**src/rtl/tx_arbiter_sequence_recorder_if.sv**
```systemverilog
`default_nettype none
// ============================================================================
// Module      : tx_arbiter_sequence_recorder_if
// Description : Write/read bus between the TX arbiter, the grant-order
//               recorder FIFO and the TLP output mux stage.
// Revision    : 1.0 - initial release
// ============================================================================
interface tx_arbiter_sequence_recorder_if #(
    parameter int DATA_WIDTH = 3,
    parameter int FIFO_DEPTH = 8,
    parameter int ADDR_WIDTH = $clog2(FIFO_DEPTH)
);
    // Write side (TX arbiter FSM)
    logic                  wr_en;
    logic [1:0]            wr_mode;
    logic [DATA_WIDTH-1:0] wr_data_1;
    logic [DATA_WIDTH-1:0] wr_data_2;
    // Read side (TLP output mux)
    logic                  rd_en;
    logic [1:0]            rd_mode;
    logic [DATA_WIDTH-1:0] rd_data_1;
    logic [DATA_WIDTH-1:0] rd_data_2;
    // Status
    logic [ADDR_WIDTH:0]   available;
    logic                  wr_overflow;
    logic                  rd_underflow;

    // Arbiter/mux side drives requests and observes the FIFO
    modport master (
        output wr_en, wr_mode, wr_data_1, wr_data_2, rd_en, rd_mode,
        input  rd_data_1, rd_data_2, available, wr_overflow, rd_underflow
    );

    // FIFO side
    modport slave (
        input  wr_en, wr_mode, wr_data_1, wr_data_2, rd_en, rd_mode,
        output rd_data_1, rd_data_2, available, wr_overflow, rd_underflow
    );
endinterface
`default_nettype wire

```
**src/rtl/tx_arbiter_sequence_recorder.sv**
```systemverilog
`default_nettype none
// ============================================================================
// Module      : tx_arbiter_sequence_recorder
// Description : Show-ahead FIFO recording TX arbiter grant order. Accepts one
//               or two source IDs per cycle on write and pops one or two per
//               cycle on read; the two head entries are always visible.
// Revision    : 1.0 - initial release
// ============================================================================
module tx_arbiter_sequence_recorder #(
    parameter int DATA_WIDTH = 3,
    parameter int FIFO_DEPTH = 8,
    parameter int ADDR_WIDTH = $clog2(FIFO_DEPTH)
) (
    input  wire logic clk,
    input  wire logic arst_n,
    tx_arbiter_sequence_recorder_if.slave fifo_if
);

    localparam int CNT_W = ADDR_WIDTH + 1;

    logic [DATA_WIDTH-1:0] r_mem [FIFO_DEPTH];
    logic [ADDR_WIDTH-1:0] r_wr_ptr;
    logic [ADDR_WIDTH-1:0] r_rd_ptr;
    logic [CNT_W-1:0]      r_count;
    logic                  r_wr_overflow;
    logic                  r_rd_underflow;

    logic [1:0]            w_n_wr;
    logic [1:0]            w_n_rd;
    logic [CNT_W-1:0]      w_available;
    logic                  w_wr_acc;
    logic                  w_rd_acc;
    logic [CNT_W-1:0]      w_wr_cnt;
    logic [CNT_W-1:0]      w_rd_cnt;
    logic [ADDR_WIDTH-1:0] w_wr_ptr_p1;
    logic [ADDR_WIDTH-1:0] w_rd_ptr_p1;

    // Decode request sizes; modes 00/11 (or enable low) request nothing
    always_comb begin
        w_n_wr = 2'd0;
        w_n_rd = 2'd0;
        if (fifo_if.wr_en && fifo_if.wr_mode == 2'b01) w_n_wr = 2'd1;
        if (fifo_if.wr_en && fifo_if.wr_mode == 2'b10) w_n_wr = 2'd2;
        if (fifo_if.rd_en && fifo_if.rd_mode == 2'b01) w_n_rd = 2'd1;
        if (fifo_if.rd_en && fifo_if.rd_mode == 2'b10) w_n_rd = 2'd2;
    end

    // Acceptance uses start-of-cycle occupancy only: a same-cycle pop never
    // frees room for a write, and a same-cycle write is never read through.
    assign w_available = CNT_W'(FIFO_DEPTH) - r_count;
    assign w_wr_acc    = (CNT_W'(w_n_wr) <= w_available);
    assign w_rd_acc    = (CNT_W'(w_n_rd) <= r_count);
    assign w_wr_cnt    = w_wr_acc ? CNT_W'(w_n_wr) : '0;
    assign w_rd_cnt    = w_rd_acc ? CNT_W'(w_n_rd) : '0;
    assign w_wr_ptr_p1 = r_wr_ptr + ADDR_WIDTH'(1);
    assign w_rd_ptr_p1 = r_rd_ptr + ADDR_WIDTH'(1);

    // Pointer, occupancy and rejection-pulse registers
    always_ff @(posedge clk or negedge arst_n) begin
        if (!arst_n) begin
            r_wr_ptr       <= '0;
            r_rd_ptr       <= '0;
            r_count        <= '0;
            r_wr_overflow  <= 1'b0;
            r_rd_underflow <= 1'b0;
        end else begin
            r_wr_ptr       <= r_wr_ptr + ADDR_WIDTH'(w_wr_cnt);
            r_rd_ptr       <= r_rd_ptr + ADDR_WIDTH'(w_rd_cnt);
            r_count        <= r_count + w_wr_cnt - w_rd_cnt;
            r_wr_overflow  <= ~w_wr_acc;
            r_rd_underflow <= ~w_rd_acc;
        end
    end

    // Storage; a 2-entry write lands whole or not at all, wrapping the pointer
    always_ff @(posedge clk) begin
        if (w_wr_acc && w_n_wr != 2'd0) begin
            r_mem[r_wr_ptr] <= fifo_if.wr_data_1;
            if (w_n_wr == 2'd2) begin
                r_mem[w_wr_ptr_p1] <= fifo_if.wr_data_2;
            end
        end
    end

    // Show-ahead head entries, masked to NO_SOURCE when not valid
    always_comb begin
        fifo_if.rd_data_1 = '0;
        fifo_if.rd_data_2 = '0;
        if (r_count >= CNT_W'(1)) fifo_if.rd_data_1 = r_mem[r_rd_ptr];
        if (r_count >= CNT_W'(2)) fifo_if.rd_data_2 = r_mem[w_rd_ptr_p1];
    end

    assign fifo_if.available    = w_available;
    assign fifo_if.wr_overflow  = r_wr_overflow;
    assign fifo_if.rd_underflow = r_rd_underflow;

endmodule
`default_nettype wire
```
**src/flat_wrapper.sv**
```systemverilog
// flat-port wrapper written by rule: the top's interface ports become plain ports
module tx_arbiter_sequence_recorder_flat 
#(
    parameter int DATA_WIDTH = 3,
    parameter int FIFO_DEPTH = 8,
    parameter int ADDR_WIDTH = $clog2(FIFO_DEPTH)
)
  (clk, arst_n, fifo_if_wr_en, fifo_if_wr_mode, fifo_if_wr_data_1, fifo_if_wr_data_2, fifo_if_rd_en, fifo_if_rd_mode, fifo_if_rd_data_1, fifo_if_rd_data_2, fifo_if_available, fifo_if_wr_overflow, fifo_if_rd_underflow);
  tx_arbiter_sequence_recorder_if #(.DATA_WIDTH(DATA_WIDTH), .FIFO_DEPTH(FIFO_DEPTH), .ADDR_WIDTH(ADDR_WIDTH)) fifo_if_i ();
  input  wire logic clk;
  input  wire logic arst_n;
  input wire logic [$bits(fifo_if_i.wr_en)-1:0] fifo_if_wr_en;
  input wire logic [$bits(fifo_if_i.wr_mode)-1:0] fifo_if_wr_mode;
  input wire logic [$bits(fifo_if_i.wr_data_1)-1:0] fifo_if_wr_data_1;
  input wire logic [$bits(fifo_if_i.wr_data_2)-1:0] fifo_if_wr_data_2;
  input wire logic [$bits(fifo_if_i.rd_en)-1:0] fifo_if_rd_en;
  input wire logic [$bits(fifo_if_i.rd_mode)-1:0] fifo_if_rd_mode;
  output wire logic [$bits(fifo_if_i.rd_data_1)-1:0] fifo_if_rd_data_1;
  output wire logic [$bits(fifo_if_i.rd_data_2)-1:0] fifo_if_rd_data_2;
  output wire logic [$bits(fifo_if_i.available)-1:0] fifo_if_available;
  output wire logic [$bits(fifo_if_i.wr_overflow)-1:0] fifo_if_wr_overflow;
  output wire logic [$bits(fifo_if_i.rd_underflow)-1:0] fifo_if_rd_underflow;
  assign fifo_if_i.wr_en = fifo_if_wr_en;
  assign fifo_if_i.wr_mode = fifo_if_wr_mode;
  assign fifo_if_i.wr_data_1 = fifo_if_wr_data_1;
  assign fifo_if_i.wr_data_2 = fifo_if_wr_data_2;
  assign fifo_if_i.rd_en = fifo_if_rd_en;
  assign fifo_if_i.rd_mode = fifo_if_rd_mode;
  assign fifo_if_rd_data_1 = fifo_if_i.rd_data_1;
  assign fifo_if_rd_data_2 = fifo_if_i.rd_data_2;
  assign fifo_if_available = fifo_if_i.available;
  assign fifo_if_wr_overflow = fifo_if_i.wr_overflow;
  assign fifo_if_rd_underflow = fifo_if_i.rd_underflow;
  tx_arbiter_sequence_recorder #(.DATA_WIDTH(DATA_WIDTH), .FIFO_DEPTH(FIFO_DEPTH), .ADDR_WIDTH(ADDR_WIDTH)) u_core (.clk(clk), .arst_n(arst_n), .fifo_if(fifo_if_i));
endmodule
```
**config.mk**
```make
export PLATFORM = sky130hd
export DESIGN_NAME = tx_arbiter_sequence_recorder_flat
export DESIGN_NICKNAME = d
export VERILOG_FILES = /design/src/rtl/tx_arbiter_sequence_recorder_if.sv /design/src/rtl/tx_arbiter_sequence_recorder.sv /design/src/flat_wrapper.sv
export SDC_FILE = /design/constraint.sdc
export NUM_CORES = 1
export LEC_CHECK = 0
export CORE_MARGIN = 4
export CORE_UTILIZATION = 52
export DETAILED_ROUTE_END_ITERATION = 10
export GPL_TIMING_DRIVEN = 1
export PLACE_DENSITY = 0.77
export SETUP_SLACK_MARGIN = 0.1
export SLEW_MARGIN = 30
export SYNTH_ARGS = -nofsm -noshare
export SYNTH_HDL_FRONTEND = slang
export SYNTH_SLANG_ARGS = --single-unit
```
**constraint.sdc**
```tcl
create_clock -name clk -period 3.4 [get_ports clk]
set_clock_uncertainty 0.2 [all_clocks]
set_input_delay 1.02 -clock clk [delete_from_list [all_inputs] [get_ports clk]]
set_output_delay 1.02 -clock clk [all_outputs]
set_load 0.1 [all_outputs]
```
==> run_results.csv, run 1 <==
group,metric,value,unit
cells_and_area,drive_gt1_share,46.3,%
worst_setup_path,cp_max_fo,3,
clock_network,clockRootBuffer,"clkbuf_8",
worst_setup_path,required,3.36,ns
detailed_routing,dr.pass1.iters,4,
synth,seq_area_frac_synth,39.4,%
cells_and_area,diodes,0,
worst_setup_path,critical_path_arrival,3.26,ns
synth,synth_area_leaders,"edfxtp_1 (28%), dfrtp_1 (12%), mux4_2 (10%), ha_1 (8.2%), mux2_2 (7.0%)",
cells_and_area,instances_no_fill,326,
cells_and_area,final_design_area_no_fill,3440,sq um
place,post_dp_cell_area,3200,sq um
clock_network,cts_buffers,5,
detailed_routing,routed_wl,5560,microns
worst_setup_path,start_kind,"input port",
floorplan,io_pins,26,
floorplan,die_w,78.6,microns
timing,finalHoldViolations,0,
clock_network,clkTransAtPathRegs,0.07,ns
timing,whs,0.432,ns
place,placed_cells,310,
synth,yosysUniqueCellTypes,40,
detailed_routing,wl_per_cell,17.1,microns
worst_setup_path,end_kind,"flop",
cells_and_area,area_growth,32.9,%
global_route,overflow,0,
synth,synth-main-ff-cell,"edfxtp_1",
floorplan,die_area,6170,sq um
synth,synth.most_common_cell,"edfxtp_1",
synth,syn-num-nets,239,
global_route,grt.total_usage,19.6,%
clock_network,clock_latency,0.28,ns
timing,fmax,302,MHz
place,gp_congestion,0.929,
clock_network,holdBufCountCts,0,
synth,ys_seq_elements,36,
place,port_buffers,25,
synth,avgSynthCellArea,12.7,sq um
worst_hold_path,worstHoldPathType,"flop to flop",
timing,relSlewSlack,55.5,%
synth,syn_inst,204,
timing,drv_slew,0,
worst_setup_path,worstSetupPathType,"input port to flop",
detailed_routing,drtAntennaViolNets,0,
clock_network,numClockSinks,36,
floorplan,core_area,4790,sq um
detailed_routing,drc,0,
floorplan,dieHeight,78.6,microns
clock_network,max-clock-path-buffers,2,
cells_and_area,num-nets-final,293,
synth,synth-edff-count,24,
timing,fin_crit,3.31,ns
global_route,grt_pass1_wl,9260,microns
synth,synth.largest_area_cell,"edfxtp_1",
timing,rsz0062_at_grt,"yes",
timing,tightestPinTransition,0.666,ns
clock_network,cts_tree,"built",
synth,synthArstFlopShare,33.3,%
place,dp_hpwl,4310,microns
clock_network,htreeDepth,2,
detailed_routing,via_per_inst,5.58,
run_status,status,"complete, no violations",
floorplan,start_util,54.1,%
synth,synth_top_area_share,27.8,%
detailed_routing,drtIter0Drc,109,
synth,yosys-top-cells-count,"edfxtp_1 (24), ha_1 (17), mux2_2 (16), nor2_1 (16), inv_1 (15)",
floorplan,row_count,25,
global_route,grt_start_max_net_pins,14,
global_route,grt_pass1_vias,1844,
timing,fin_crit_sh,97.2,%
flow_run,cap_violations,0,
timing,setup-violations-final,0,
detailed_routing,dr_total_vias,1820,
global_route,antenna_found_initial,0,
synth,syn_area,2590,sq um
synth,yosysWarnings,0,
## cell families (layout without fill, tap and decap cells)
kind of cell	after synthesis	in the layout	share of synthesized area [%]
xor gates and xnor gates	10	10	3.38
muxes	42	42	23.2
AOI/OAI and AO/OA	23	23	8.55
buffers and inverters	25	80	4.69
and+or+nand+nor	47	47	9.47
DFF	36	36	39.4
adders and majority gates	21	21	11.3
## flip-flops by register name, summed over array words and instances (netlist names)
register                     count
u_core.r_count                   4
u_core.r_rd_ptr                  3
u_core.r_wr_ptr                  3
u_core.r_mem                    24
u_core.fifo_if.rd_underflow      1
u_core.fifo_if.wr_overflow       1
## placed cells by master, fill, tap and decap left out, types with 3 or more instances in the layout
master	netlist	routed
a21oi_1	7	5
buf_12	0	7
buf_4	3	36
buf_6	2	3
clkbuf_2	0	3
clkbuf_8	0	5
clkdlybuf4s50_1	0	7
dfrtp_1	12	12
edfxtp_1	24	24
fa_1	4	3
ha_1	17	11
ha_4	0	5
inv_1	15	13
mux2_1	8	8
mux2_2	16	16
mux2i_1	6	4
mux4_2	12	12
nand2_1	6	6
nand3_1	3	3
nand3b_1	3	3
nand4_1	3	3
nor2_1	16	9
nor2_2	1	5
nor2_4	0	3
nor3_1	4	4
o211ai_4	3	3
o21ai_2	3	3
xor2_1	7	7
## layer usage
layer / vias up / track usage [%] / wire length (microns)
met5: - / 0 / 0
met4: 0 / 3.67 / 46
met3: 9 / 3.44 / 321
met2: 75 / 34.8 / 2940
met1: 874 / 25.1 / 2250
li1: 862 / - / -
## metrics by stage
stage | util (%) | setup TNS, ns | setup slack (ns)
after floorplan | - | -0.121 | -0.121
after global placement | 66.8 | -12.01 | -0.582
after detailed placement | 66.8 | -13.86 | -0.657
after CTS | 70.6 | 0 | 0.0589
after global routing | 71.9 | 0 | 0.0209
final | 71.9 | 0 | 0.0938
## final timing paths
kind | end | depth (start not counted) | startpoint | slack [ns]
hold / removal | u_core.r_rd_ptr[2]$_DFF_PN0_ | 1 | u_core.r_rd_ptr[2]$_DFF_PN0_ | 0.43
max in group asynchronous | u_core.r_rd_ptr[2]$_DFF_PN0_ | 1 | arst_n | 1.72
setup / recovery | u_core.r_count[1]$_DFF_PN0_ | 10 | fifo_if_wr_mode[1] | 0.09
min in group asynchronous | u_core.fifo_if.wr_overflow$_DFF_PN0_ | 1 | arst_n | 0.90
setup reg to reg | u_core.r_count[1]$_DFF_PN0_ | 11 | u_core.r_count[1]$_DFF_PN0_ | 0.20
hold reg to reg | u_core.r_rd_ptr[2]$_DFF_PN0_ | 1 | u_core.r_rd_ptr[2]$_DFF_PN0_ | 0.43
## layout make-up
type | count | area, sq um
clock buffers | 6 | 72.6
clock inverters | 2 | 35.0
repair buffers | 57 | 544
fillers | 321 | 1340
inverters | 15 | 56.3
flip-flops and latches | 36 | 1020
well taps | 67 | 83.8
multi-input cells | 143 | 1630
## critical path: stages
cell,delay [ns]
buf_6,0.09
nand3b_1,0.20
ha_2,0.28
a221o_1,0.39
o21ai_4,0.15
fa_1,0.43
inv_2,0.10
buf_4,0.11
buf_6,0.08
fa_2,0.41
## timing repair
action                     4_1_cts  5_1_grt
resized for setup               29       12
setup endpoints to repair       45        6
setup buffers                    4        5
pin swaps                       13       14
Power of run 1 is not shown: default switching activity piles up to over one toggle a cycle in this logic, so the estimate is an artifact.
==> run 2, diff against run 1 <==
--- a/config.mk
+++ b/config.mk
@@ -7,9 +7,11 @@
 export LEC_CHECK = 0
 export CORE_MARGIN = 4
 export CORE_UTILIZATION = 52
+export CTS_CLUSTER_SIZE = 28
 export DETAILED_ROUTE_END_ITERATION = 10
 export GPL_TIMING_DRIVEN = 1
 export PLACE_DENSITY = 0.77
+export REMOVE_ABC_BUFFERS = 1
 export SETUP_SLACK_MARGIN = 0.1
 export SLEW_MARGIN = 30
 export SYNTH_ARGS = -nofsm -noshare
==> run 2 against run 1 <==
Compared with the run above: the flow now finishes with violations (negative setup slack); routed wire length rose by 6.5%; cell count rose by 1.8%; flip-flop and latch count did not move; core utilization fell by 1.1 points; first-iteration DRC count fell by 19%; worst hold slack improved by 0.0060 ns; clock-buffer cell count rose by 1.
==> run_results.csv, run 2 (synthesized netlist as in run 1, its figures left out) <==
group,metric,value,unit
timing,tns,-0.00707,ns
clock_network,clockRootBuffer,"clkbuf_8",
worst_hold_path,worstHoldPathType,"flop to flop",
cells_and_area,fillers,329,
global_route,overflow,0,
worst_setup_path,end_kind,"flop",
floorplan,die_w,78.6,microns
floorplan,die_area,6170,sq um
cells_and_area,instances_no_fill,332,
global_route,grt_pass1_wl,9950,microns
floorplan,io_pins,26,
floorplan,start_util,54.1,%
cells_and_area,diodes,0,
cells_and_area,layout_commonest_cell,"buf_4",
global_route,grt_pass1_vias,1978,
floorplan,row_count,25,
worst_setup_path,path_cells,"buf_6 -> nand3b_1 -> ha_1 -> a221o_1 -> o21ai_1 -> buf_4 -> fa_1 -> inv_2 -> ha_4 -> a21o_1 -> a21oi_2 -> xor2_1",
worst_hold_path,min-delay-start,"u_core.r_rd_ptr[2]$_DFF_PN0_",
run_status,status,"complete, but fails checks",
run_status,violations,"negative setup slack",
worst_setup_path,start_kind,"input port",
clock_network,holdBufCountCts,0,
cells_and_area,fin_util,70.8,%
floorplan,core_area,4790,sq um
cells_and_area,layout_common_cells,"buf_4 (41), edfxtp_1 (24), mux2_2 (16)",
timing,timing.final.ws_setup,-0.00365,ns
timing,relSlewSlack,61.8,%
global_route,grt.total_usage,21.1,%
worst_hold_path,min_to,"u_core.r_rd_ptr[2]$_DFF_PN0_",
detailed_routing,dr_total_vias,1871,
worst_setup_path,critical_path_arrival,3.41,ns
clock_network,numClockSinks,36,
cells_and_area,area_growth,30.9,%
worst_setup_path,reg2reg_to,"u_core.r_count[3]$_DFF_PN0_",
timing,fin_crit,3.40,ns
detailed_routing,via_per_inst,5.64,
worst_setup_path,required,3.41,ns
timing,finalHoldViolations,0,
worst_setup_path,cp_max_fo,3,
cells_and_area,regMostFlops,"u_core.r_mem",
detailed_routing,wl_per_cell,17.8,microns
clock_network,htreeDepth,2,
detailed_routing,drtIter0Drc,88,
clock_network,cts_tree,"built",
place,placed_cells,310,
timing,fin_crit_sh,100,%
place,port_buffers,25,
cells_and_area,largest_reg_flops,24,
worst_setup_path,rr_worst_depth,14,
worst_setup_path,crit_path_max_incr_delay,0.42,ns
timing,setup-violations-final,2,
clock_network,cts_buffers,5,
place,dpl_worst_slack,-0.741,ns
detailed_routing,dr.pass1.iters,4,
timing,rsz0062_at_grt,"yes",
worst_hold_path,holdPathStages,1,
floorplan,dieHeight,78.6,microns
timing,drv_slew,0,
global_route,antenna_found_initial,0,
detailed_routing,drtAntennaViolNets,0,
cells_and_area,drive_gt1_share,42.6,%
place,dp_hpwl,4390,microns
clock_network,max-clock-path-buffers,2,
timing,fmax,294,MHz
global_route,grt_start_max_net_pins,14,
flow_run,cap_violations,0,
clock_network,clock_latency,0.29,ns
worst_setup_path,r2r_start,"u_core.r_count[1]$_DFF_PN0_",
cells_and_area,top_regs,"u_core.r_mem (24), u_core.r_count (4)",
worst_setup_path,r2r_setup_slack,0.11,ns
clock_network,clkTransAtPathRegs,0.07,ns
detailed_routing,drc,0,
detailed_routing,routed_wl,5920,microns
cells_and_area,num-nets-final,299,
timing,tightestPinTransition,0.571,ns
worst_setup_path,worstSetupPathType,"input port to flop",
place,gp_congestion,0.970,
worst_setup_path,worst_path_max_delay_cell,"fa_1",
==> run 2: worst max-delay path: cells and delay by family <==
| kind | cells | cell delay (ns) |
|---|---|---|
| fa+ha+maj | 3 | 0.91 |
| simple gates | 1 | 0.18 |
| xor+xnor | 1 | 0.15 |
| buf+inv | 3 | 0.33 |
| compound gates | 4 | 0.82 |
==> run 2: worst max-delay path by stage <==
stage	startpoint	to	slack (ns)	depth (start not counted)
3_5_place_dp	fifo_if_wr_mode[0]	u_core.r_count[3]$_DFF_PN0_	-0.74	14
5_1_grt	fifo_if_wr_mode[1]	u_core.r_count[3]$_DFF_PN0_	-0.08	12
6_report	fifo_if_wr_mode[1]	u_core.r_count[3]$_DFF_PN0_	-0.004	12
2_1_floorplan	u_core.r_count[0]$_DFF_PN0_	u_core.r_count[3]$_DFF_PN0_	-2.69	9
4_1_cts	fifo_if_wr_mode[0]	u_core.r_count[3]$_DFF_PN0_	0.05	13
3_3_place_gp	fifo_if_wr_mode[0]	u_core.r_count[3]$_DFF_PN0_	-0.65	14
==> run 2: stage by stage <==
stage,hold slack [ns],area [sq um]
3_5_place_dp,0.422,3120
3_3_place_gp,0.416,3120
5_1_grt,0.468,3390
6_report,0.438,3390
2_1_floorplan,0.367,2520
4_1_cts,0.439,3320
==> run 2: routing by layer <==
layer  routed length, microns  up-vias  global-route usage, %
li1                         -      880                      -
met1                     2450      914                   25.6
met2                     3090       60                   36.9
met3                      210       17                   3.78
met4                      161        0                   8.74
met5                        0        -                      0
==> run 2: area by class of cell <==
type,count,area [sq um],area share [%]
multi-input combinational,143,1540,45.4
sequential,36,1020,30.1
timing repair buffer,63,609,18.0
tap,67,83.8,2.47
clock buffer,7,76.3,2.25
inverter,15,56.3,1.66
clock inverter,1,5.00,0.148
==> run 2: what timing repair did <==
| item | CTS | global route |
|---|---|---|
| resized for setup | 28 | 10 |
| pin swaps | 13 | 13 |
| buffers inserted | 12 | 4 |
| setup endpoints to repair | 22 | 17 |
Power of run 2 is left out for the same reason.
